--- src/rtl/adc_scan_pkg.sv ---
// Shared types and defaults for the SAR scan sequencer.
package adc_scan_pkg;

    typedef enum logic [2:0] {
        IDLE = 3'd0,
        SEL  = 3'd1,
        SMP  = 3'd2,
        CONV = 3'd3,
        DONE = 3'd4
    } state_e;

    localparam int NCH_DEF   = 18;
    localparam int DACW_DEF  = 10;
    localparam int T_MUX_DEF = 4;
    localparam int T_SMP_DEF = 8;
    localparam int T_SET_DEF = 2;

    // Index width able to hold 0..n-1, never narrower than one bit.
    function automatic int idx_w(input int n);
        return (n <= 2) ? 1 : $clog2(n);
    endfunction

    function automatic int max3(input int a, input int b, input int c);
        int m;
        m = (a > b) ? a : b;
        return (m > c) ? m : c;
    endfunction

endpackage

--- src/rtl/adc_ch_pick.sv ---
// Round-robin channel finder: lowest enabled channel at or above i_start,
// falling back to the lowest enabled channel overall (o_wrapped=1).
module adc_ch_pick #(
    parameter int NCH = 18,
    parameter int IW  = 5
) (
    input  logic [NCH-1:0] i_mask,
    input  logic [IW-1:0]  i_start,
    output logic           o_found,
    output logic [IW-1:0]  o_idx,
    output logic           o_wrapped
);

    logic          hit_hi;
    logic [IW-1:0] idx_hi;
    logic [IW-1:0] idx_lo;

    always_comb begin
        hit_hi = 1'b0;
        idx_hi = '0;
        idx_lo = '0;
        for (int i = NCH - 1; i >= 0; i--) begin
            if (i_mask[i]) begin
                idx_lo = IW'(i);
                if (i >= int'(i_start)) begin
                    hit_hi = 1'b1;
                    idx_hi = IW'(i);
                end
            end
        end
        o_found   = |i_mask;
        o_wrapped = o_found && !hit_hi;
        o_idx     = hit_hi ? idx_hi : idx_lo;
    end

endmodule

--- src/rtl/adc_scan_seq.sv ---
// Multi-channel SAR scan sequencer: mux select, sample/hold, binary search on DAC1,
// per-channel result capture and sticky over-threshold flags.
//
//  state | meaning
//  IDLE  | no channel selected, waiting for enable and a non-empty mask
//  SEL   | mux settling, sample/hold in reset (T_MUX cycles)
//  SMP   | tracking input (T_SMP cycles)
//  CONV  | holding, one SAR trial per T_SET cycles, MSB first
//  DONE  | result valid for one cycle, pick next channel
module adc_scan_seq
    import adc_scan_pkg::*;
#(
    parameter int NCH   = NCH_DEF,
    parameter int DACW  = DACW_DEF,
    parameter int T_MUX = T_MUX_DEF,
    parameter int T_SMP = T_SMP_DEF,
    parameter int T_SET = T_SET_DEF
) (
    input  logic                   clk,
    input  logic                   srst,
    input  logic                   i_en,
    input  logic                   i_oneshot,
    input  logic [NCH-1:0]         i_ch_en,
    input  logic [NCH*DACW-1:0]    i_thr_hi,
    input  logic [NCH-1:0]         i_ovr_clr,
    input  logic                   i_comp,
    output logic [NCH-1:0]         o_cmp_sel,
    output logic                   o_ad_rst,
    output logic                   o_ad_hold,
    output logic                   o_dac1_en,
    output logic [DACW-1:0]        o_dac1,
    output logic                   o_res_vld,
    output logic [$clog2(NCH)-1:0] o_res_ch,
    output logic [DACW-1:0]        o_res_dat,
    output logic [NCH-1:0]         o_ovr,
    output logic                   o_done,
    output logic                   o_busy
);

    localparam int IW = idx_w(NCH);
    localparam int TW = idx_w(max3(T_MUX, T_SMP, T_SET));
    localparam int BW = idx_w(DACW);

    state_e          state_q, state_d;
    logic [IW-1:0]   ch_q, ch_d;
    logic [IW-1:0]   ptr_q, ptr_d;
    logic [IW-1:0]   start_q, start_d;
    logic [TW-1:0]   tmr_q, tmr_d;
    logic [BW-1:0]   bit_q, bit_d;
    logic [DACW-1:0] code_q, code_d;
    logic [IW-1:0]   res_ch_q, res_ch_d;
    logic [DACW-1:0] res_dat_q, res_dat_d;
    logic [NCH-1:0]  ovr_q, ovr_d;
    logic            hold_q, hold_d;

    logic [IW-1:0]   ch_nxt;
    logic [IW-1:0]   pick_start;
    logic            pick_found;
    logic [IW-1:0]   pick_idx;
    logic            pick_wrapped;
    logic            tmr_tc;
    logic [DACW-1:0] trial;
    logic [DACW-1:0] code_tri;
    logic            scan_end;
    logic            last_ch;
    logic [DACW-1:0] thr_cur;

    assign ch_nxt     = (ch_q == IW'(NCH - 1)) ? '0 : ch_q + 1'b1;
    assign pick_start = (state_q == IDLE) ? ptr_q : ch_nxt;
    assign tmr_tc     = (tmr_q == '0);
    assign trial      = code_q | (DACW'(1) << bit_q);
    assign code_tri   = i_comp ? trial : (trial & ~(DACW'(1) << bit_q));
    assign thr_cur    = i_thr_hi[int'(ch_q)*DACW +: DACW];

    // The scan is complete once the search window from ch+1 to the next hit covers the start channel.
    assign scan_end = pick_wrapped ? (start_q >= pick_start || start_q <= pick_idx)
                                   : (start_q >= pick_start && start_q <= pick_idx);
    assign last_ch  = i_oneshot && scan_end;

    adc_ch_pick #(
        .NCH (NCH),
        .IW  (IW)
    ) u_pick (
        .i_mask    (i_ch_en),
        .i_start   (pick_start),
        .o_found   (pick_found),
        .o_idx     (pick_idx),
        .o_wrapped (pick_wrapped)
    );

    always_ff @(posedge clk) begin
        if (srst) begin
            state_q <= IDLE;
        end else begin
            state_q <= state_d;
        end
    end

    always_comb begin
        state_d = state_q;
        unique case (state_q)
            IDLE:    if (pick_found && !hold_q)      state_d = SEL;
            SEL:     if (tmr_tc)                     state_d = SMP;
            SMP:     if (tmr_tc)                     state_d = CONV;
            CONV:    if (tmr_tc && bit_q == '0)      state_d = DONE;
            DONE:    state_d = (!pick_found || last_ch) ? IDLE : SEL;
            default: state_d = IDLE;
        endcase
        if (!i_en) state_d = IDLE;
    end

    always_comb begin
        ch_d      = ch_q;
        ptr_d     = ptr_q;
        start_d   = start_q;
        tmr_d     = tmr_tc ? tmr_q : tmr_q - 1'b1;
        bit_d     = bit_q;
        code_d    = code_q;
        res_ch_d  = res_ch_q;
        res_dat_d = res_dat_q;
        ovr_d     = ovr_q & ~i_ovr_clr;
        hold_d    = hold_q & i_en & i_oneshot;
        unique case (state_q)
            IDLE: begin
                if (state_d == SEL) begin
                    ch_d    = pick_idx;
                    start_d = pick_idx;
                    code_d  = '0;
                    tmr_d   = TW'(T_MUX - 1);
                end
            end
            SEL: begin
                if (tmr_tc) tmr_d = TW'(T_SMP - 1);
            end
            SMP: begin
                if (tmr_tc) begin
                    tmr_d = TW'(T_SET - 1);
                    bit_d = BW'(DACW - 1);
                end
            end
            CONV: begin
                if (tmr_tc) begin
                    code_d = code_tri;
                    if (bit_q == '0) begin
                        if (i_en) begin
                            res_ch_d  = ch_q;
                            res_dat_d = code_tri;
                        end
                    end else begin
                        bit_d = bit_q - 1'b1;
                        tmr_d = TW'(T_SET - 1);
                    end
                end
            end
            DONE: begin
                if (res_dat_q > thr_cur) ovr_d[ch_q] = 1'b1;
                ptr_d = ch_nxt;
                if (pick_found && last_ch) begin
                    ptr_d  = '0;
                    hold_d = i_en;
                end else if (pick_found) begin
                    ch_d   = pick_idx;
                    code_d = '0;
                    tmr_d  = TW'(T_MUX - 1);
                end
            end
            default: ;
        endcase
    end

    always_ff @(posedge clk) begin
        if (srst) begin
            ch_q      <= '0;
            ptr_q     <= '0;
            start_q   <= '0;
            tmr_q     <= '0;
            bit_q     <= '0;
            code_q    <= '0;
            res_ch_q  <= '0;
            res_dat_q <= '0;
            ovr_q     <= '0;
            hold_q    <= 1'b0;
        end else begin
            ch_q      <= ch_d;
            ptr_q     <= ptr_d;
            start_q   <= start_d;
            tmr_q     <= tmr_d;
            bit_q     <= bit_d;
            code_q    <= code_d;
            res_ch_q  <= res_ch_d;
            res_dat_q <= res_dat_d;
            ovr_q     <= ovr_d;
            hold_q    <= hold_d;
        end
    end

    always_comb begin
        o_cmp_sel = '0;
        if (state_q != IDLE) o_cmp_sel[ch_q] = 1'b1;
        o_ad_rst  = (state_q == SEL);
        o_ad_hold = (state_q == CONV);
        o_dac1_en = (state_q != IDLE);
        o_dac1    = (state_q == CONV) ? trial : '0;
        o_res_vld = (state_q == DONE);
        o_done    = (state_q == DONE) && pick_found && last_ch;
        o_busy    = (state_q != IDLE);
    end

    assign o_res_ch  = res_ch_q;
    assign o_res_dat = res_dat_q;
    assign o_ovr     = ovr_q;

endmodule
--- config.mk ---
export PLATFORM = sky130hd
export DESIGN_NAME = adc_scan_seq
export DESIGN_NICKNAME = d
export VERILOG_FILES = /design/src/rtl/adc_scan_pkg.sv /design/src/rtl/adc_ch_pick.sv /design/src/rtl/adc_scan_seq.sv
export SDC_FILE = /design/constraint.sdc
export NUM_CORES = 1
export LEC_CHECK = 0
export CAP_MARGIN = 25
export CELL_PAD_IN_SITES_DETAIL_PLACEMENT = 2
export CELL_PAD_IN_SITES_GLOBAL_PLACEMENT = 2
export CORE_UTILIZATION = 23
export DETAILED_ROUTE_END_ITERATION = 8
export PLACE_DENSITY = 0.85
export SKIP_LAST_GASP = 1
export SYNTH_ARGS = -nofsm -noshare
export SYNTH_HDL_FRONTEND = slang
export SYNTH_SLANG_ARGS = --single-unit
--- constraint.sdc ---
create_clock -name clk -period 10.1 [get_ports clk]
set_clock_uncertainty 0.1 [all_clocks]
set_input_delay 2.525 -clock clk [delete_from_list [all_inputs] [get_ports clk]]
set_output_delay 2.525 -clock clk [all_outputs]
set_load 0.01 [all_outputs]
==> summary.txt <==
outcome - finished clean
Area Growth Syn to Fin - 53.7%
Routed WL - 34900 um
reg2reg start - ch_q[0]
CP Max Fanout - 6
Syn Inst Count - 797
DRC violations left - 0
IO Port Bufs - 287
global route overflow - 0
Via density - 5.34
Die ar. - 28800 um^2
RSZ-0062 raised after global routing - false
1st-pass router iterations - 5
Yosys Warn Count - 0
clk sinks - 69
sequential share of the synthesized area - 21.4%
DR WL/cell - 24.6 um
Worst-Skew Late Latency - 0.36 ns
initial antenna violation count - 2
Place WS - 0.309 ns
max cap viols - 0
share of power burned in registers - 29.7%
placed inst area - 9630 um^2
max-slew violations - 0
worst vdd ir - 0.0592 mV
Total GRT Usage - 23.6%
Top FF cell, synth - dfxtp_1
dpl hpwl - 28400 um
Worst-Margin Slew - 0.948 ns
required time of the critical path - 7.48 ns
mapped cell area - 6460 um^2
DIE HEIGHT - 170 um
worst r2r dst - ch_q[1]
FF-to-FF path depth - 19
largest area contributor in the netlist - dfxtp_1
vias in the first global route - 8122
hold depth - 2
combinational power share - 36.1%
core footprint - 27300 um^2
I/O pin count - 288
largest net degree at the start of global routing - 61
Synth cell types - 73
synthesized area per cell - 8.11 um^2
Initial Utilization - 23.7%
Final min period - 9.82 ns
TNS Setup - 0 ns
post-route insts no fill - 1423
setup ws final - 0.276 ns
post-CTS setup buffer count - 0
Clk pin slew, worst setup/hold paths - 0.07 ns
Worst Hold Path EP - o_res_ch[4]
endpoints failing setup - 0
Clock power frac - 34.2%
post-route ant nets - 0
CTS resizes - 0
CP Class - input port to output port
H-Tree Depth - 3
Chip Width - 170 um
initial DRC count - 373
Syn Nets - 1049
number of enable flip-flop cells after synthesis - 0
Power Dens Cells - 96.3 nW/um^2
leak pwr - 0.00351 uW
Hold-fix buffers, CTS - 0
top-area cell type share of the netlist area - 21.4%
cts bufs inserted - 9
row cnt - 60
Hold WS - 0.368 ns
Setup crit start kind - input port
deepest clock path buffer count - 2
Via Count - 7597
Design Area, Final - 9930 um^2
Area contributors post-synth - dfxtp_1 21%, mux4_2 14%, ha_1 6.0%
Cells after DPL - 1405
Sw Pwr - 325 uW
RePlAce Congestion - 0.872
layout cells sized above 1 - 9.44%
asr flop ratio synth - 0%
root buffer cell - clkbuf_16
Hold Path Origin - o_res_ch[4]
period utilization - 97.3%
relative max-transition margin - 36.6%
first-pass GRT wire length - 51200 um
worst reg2reg setup slack - 3.37 ns
Peak Freq - 102 MHz
Sw Share - 34.0%
TritonCTS clock tree - done
Critical Path End Type - output port
fin nets - 1296
Final Hold Fails - 0
Worst Hold Class - flip-flop to flip-flop
synthesis-stage register bit count - 69
Worst EP arrival - 7.20 ns
Internal - 632 uW
## cell usage after synthesis (19+ instances only)
cell type	n
mux2i_1	19
clkbuf_1	47
dfxtp_1	69
nor2b_1	24
mux4_2	40
nor2_1	84
o21ai_0	29
inv_1	30
a21oi_1	74
nand3_1	22
ha_1	31
nand2_1	81
nor3_1	20
## worst max-delay path, cell delays in order
cell	delay [ns]
clkdlybuf4s50_1	0.50
o21ai_1	0.12
nor2_1	0.06
a311oi_1	0.31
o211ai_1	0.17
or4_4	0.64
nand2b_4	0.18
o32a_1	0.23
ha_1	0.32
nor2b_1	0.14
o21a_1	0.16
o21a_1	0.16
o21a_1	0.16
o22ai_1	0.28
o21ai_0	0.21
o31ai_4	0.27
nand2_1	0.09
nor2_1	0.11
clkdlybuf4s50_1	0.55
## per-stage QoR
stage	util [%]	total power (uW)
floorplan	-	473
global placement	35.3	618
detailed placement	35.3	635
CTS	36.4	965
global route	36.4	1000
finish	36.5	957
## cell families (layout without fill, tap and decap cells)
logic type      count (synthesis)  count (layout)  synth area share, %
xor+xnor                        4               4                0.542
mux                            70              70                 18.8
flops                          69              69                 21.4
compound gates                241             241                 26.1
fa+ha+maj                      32              32                 6.16
other cells                     0               2                    0
buf+inv                        95             347                 6.04
simple gates                  286             286                 21.0
## final cells by class
| cell class | instances | area (um^2) |
|---|---|---|
| Antenna cell | 2 | 5.00 |
| Clock buffer | 9 | 225 |
| Clock inverter | 7 | 73.8 |
| Fill cell | 3047 | 17300 |
| Inverter | 31 | 116 |
| Multi-Input combinational cell | 633 | 4700 |
| Sequential cell | 69 | 1390 |
| Tap cell | 372 | 465 |
| Timing Repair Buffer | 300 | 2970 |
## layer usage
metal  vias to the layer above  track usage (%)  wire [um]
met1                      3804             28.0      14300
met4                         2             6.97        796
met5                         -                0          9
met3                        53             5.32       2120
met2                       246             42.1      17700
li1                       3492                -          -
## cell usage in the layout, fill, tap and decap left out, types with 16 or more instances in the layout
cell / instances
mux2i_1: 19
o21ai_0: 29
nand3_1: 22
nand2_1: 81
a21oi_1: 74
inv_1: 30
a211oi_1: 16
ha_1: 31
dfxtp_1: 67
nor2_1: 84
nor3_1: 19
nor2b_1: 24
mux4_2: 40
clkdlybuf4s50_1: 286
## worst max-delay path by stage
stage	start	to	slack [ns]	depth (start not counted)
after floorplan	i_ch_en[8]	o_done	1.69	18
final	i_ch_en[8]	o_done	0.28	19
after detailed placement	i_ch_en[8]	o_done	0.31	19
after global routing	i_ch_en[2]	o_done	0.0002	19
after global placement	i_ch_en[8]	o_done	0.41	19
after CTS	i_ch_en[8]	o_done	0.28	19
## power by group through the flow
stage	registers [uW]	logic [uW]	clock network, uW
finish	284	346	327
global route	285	372	345
CTS	284	347	334
detailed placement	290	345	0
global placement	290	328	0
floorplan	286	187	0
## sequential cells by signal, indices dropped and copies added, names as in the netlist
signal / count
ptr_q: 5
state_q: 3
start_q: 5
ch_q: 5
o_res_ch: 5
tmr_q: 3
bit_q: 4
hold_q: 1
code_q: 10
o_ovr: 18
o_res_dat: 10
Power figures use the tool's default switching activity.
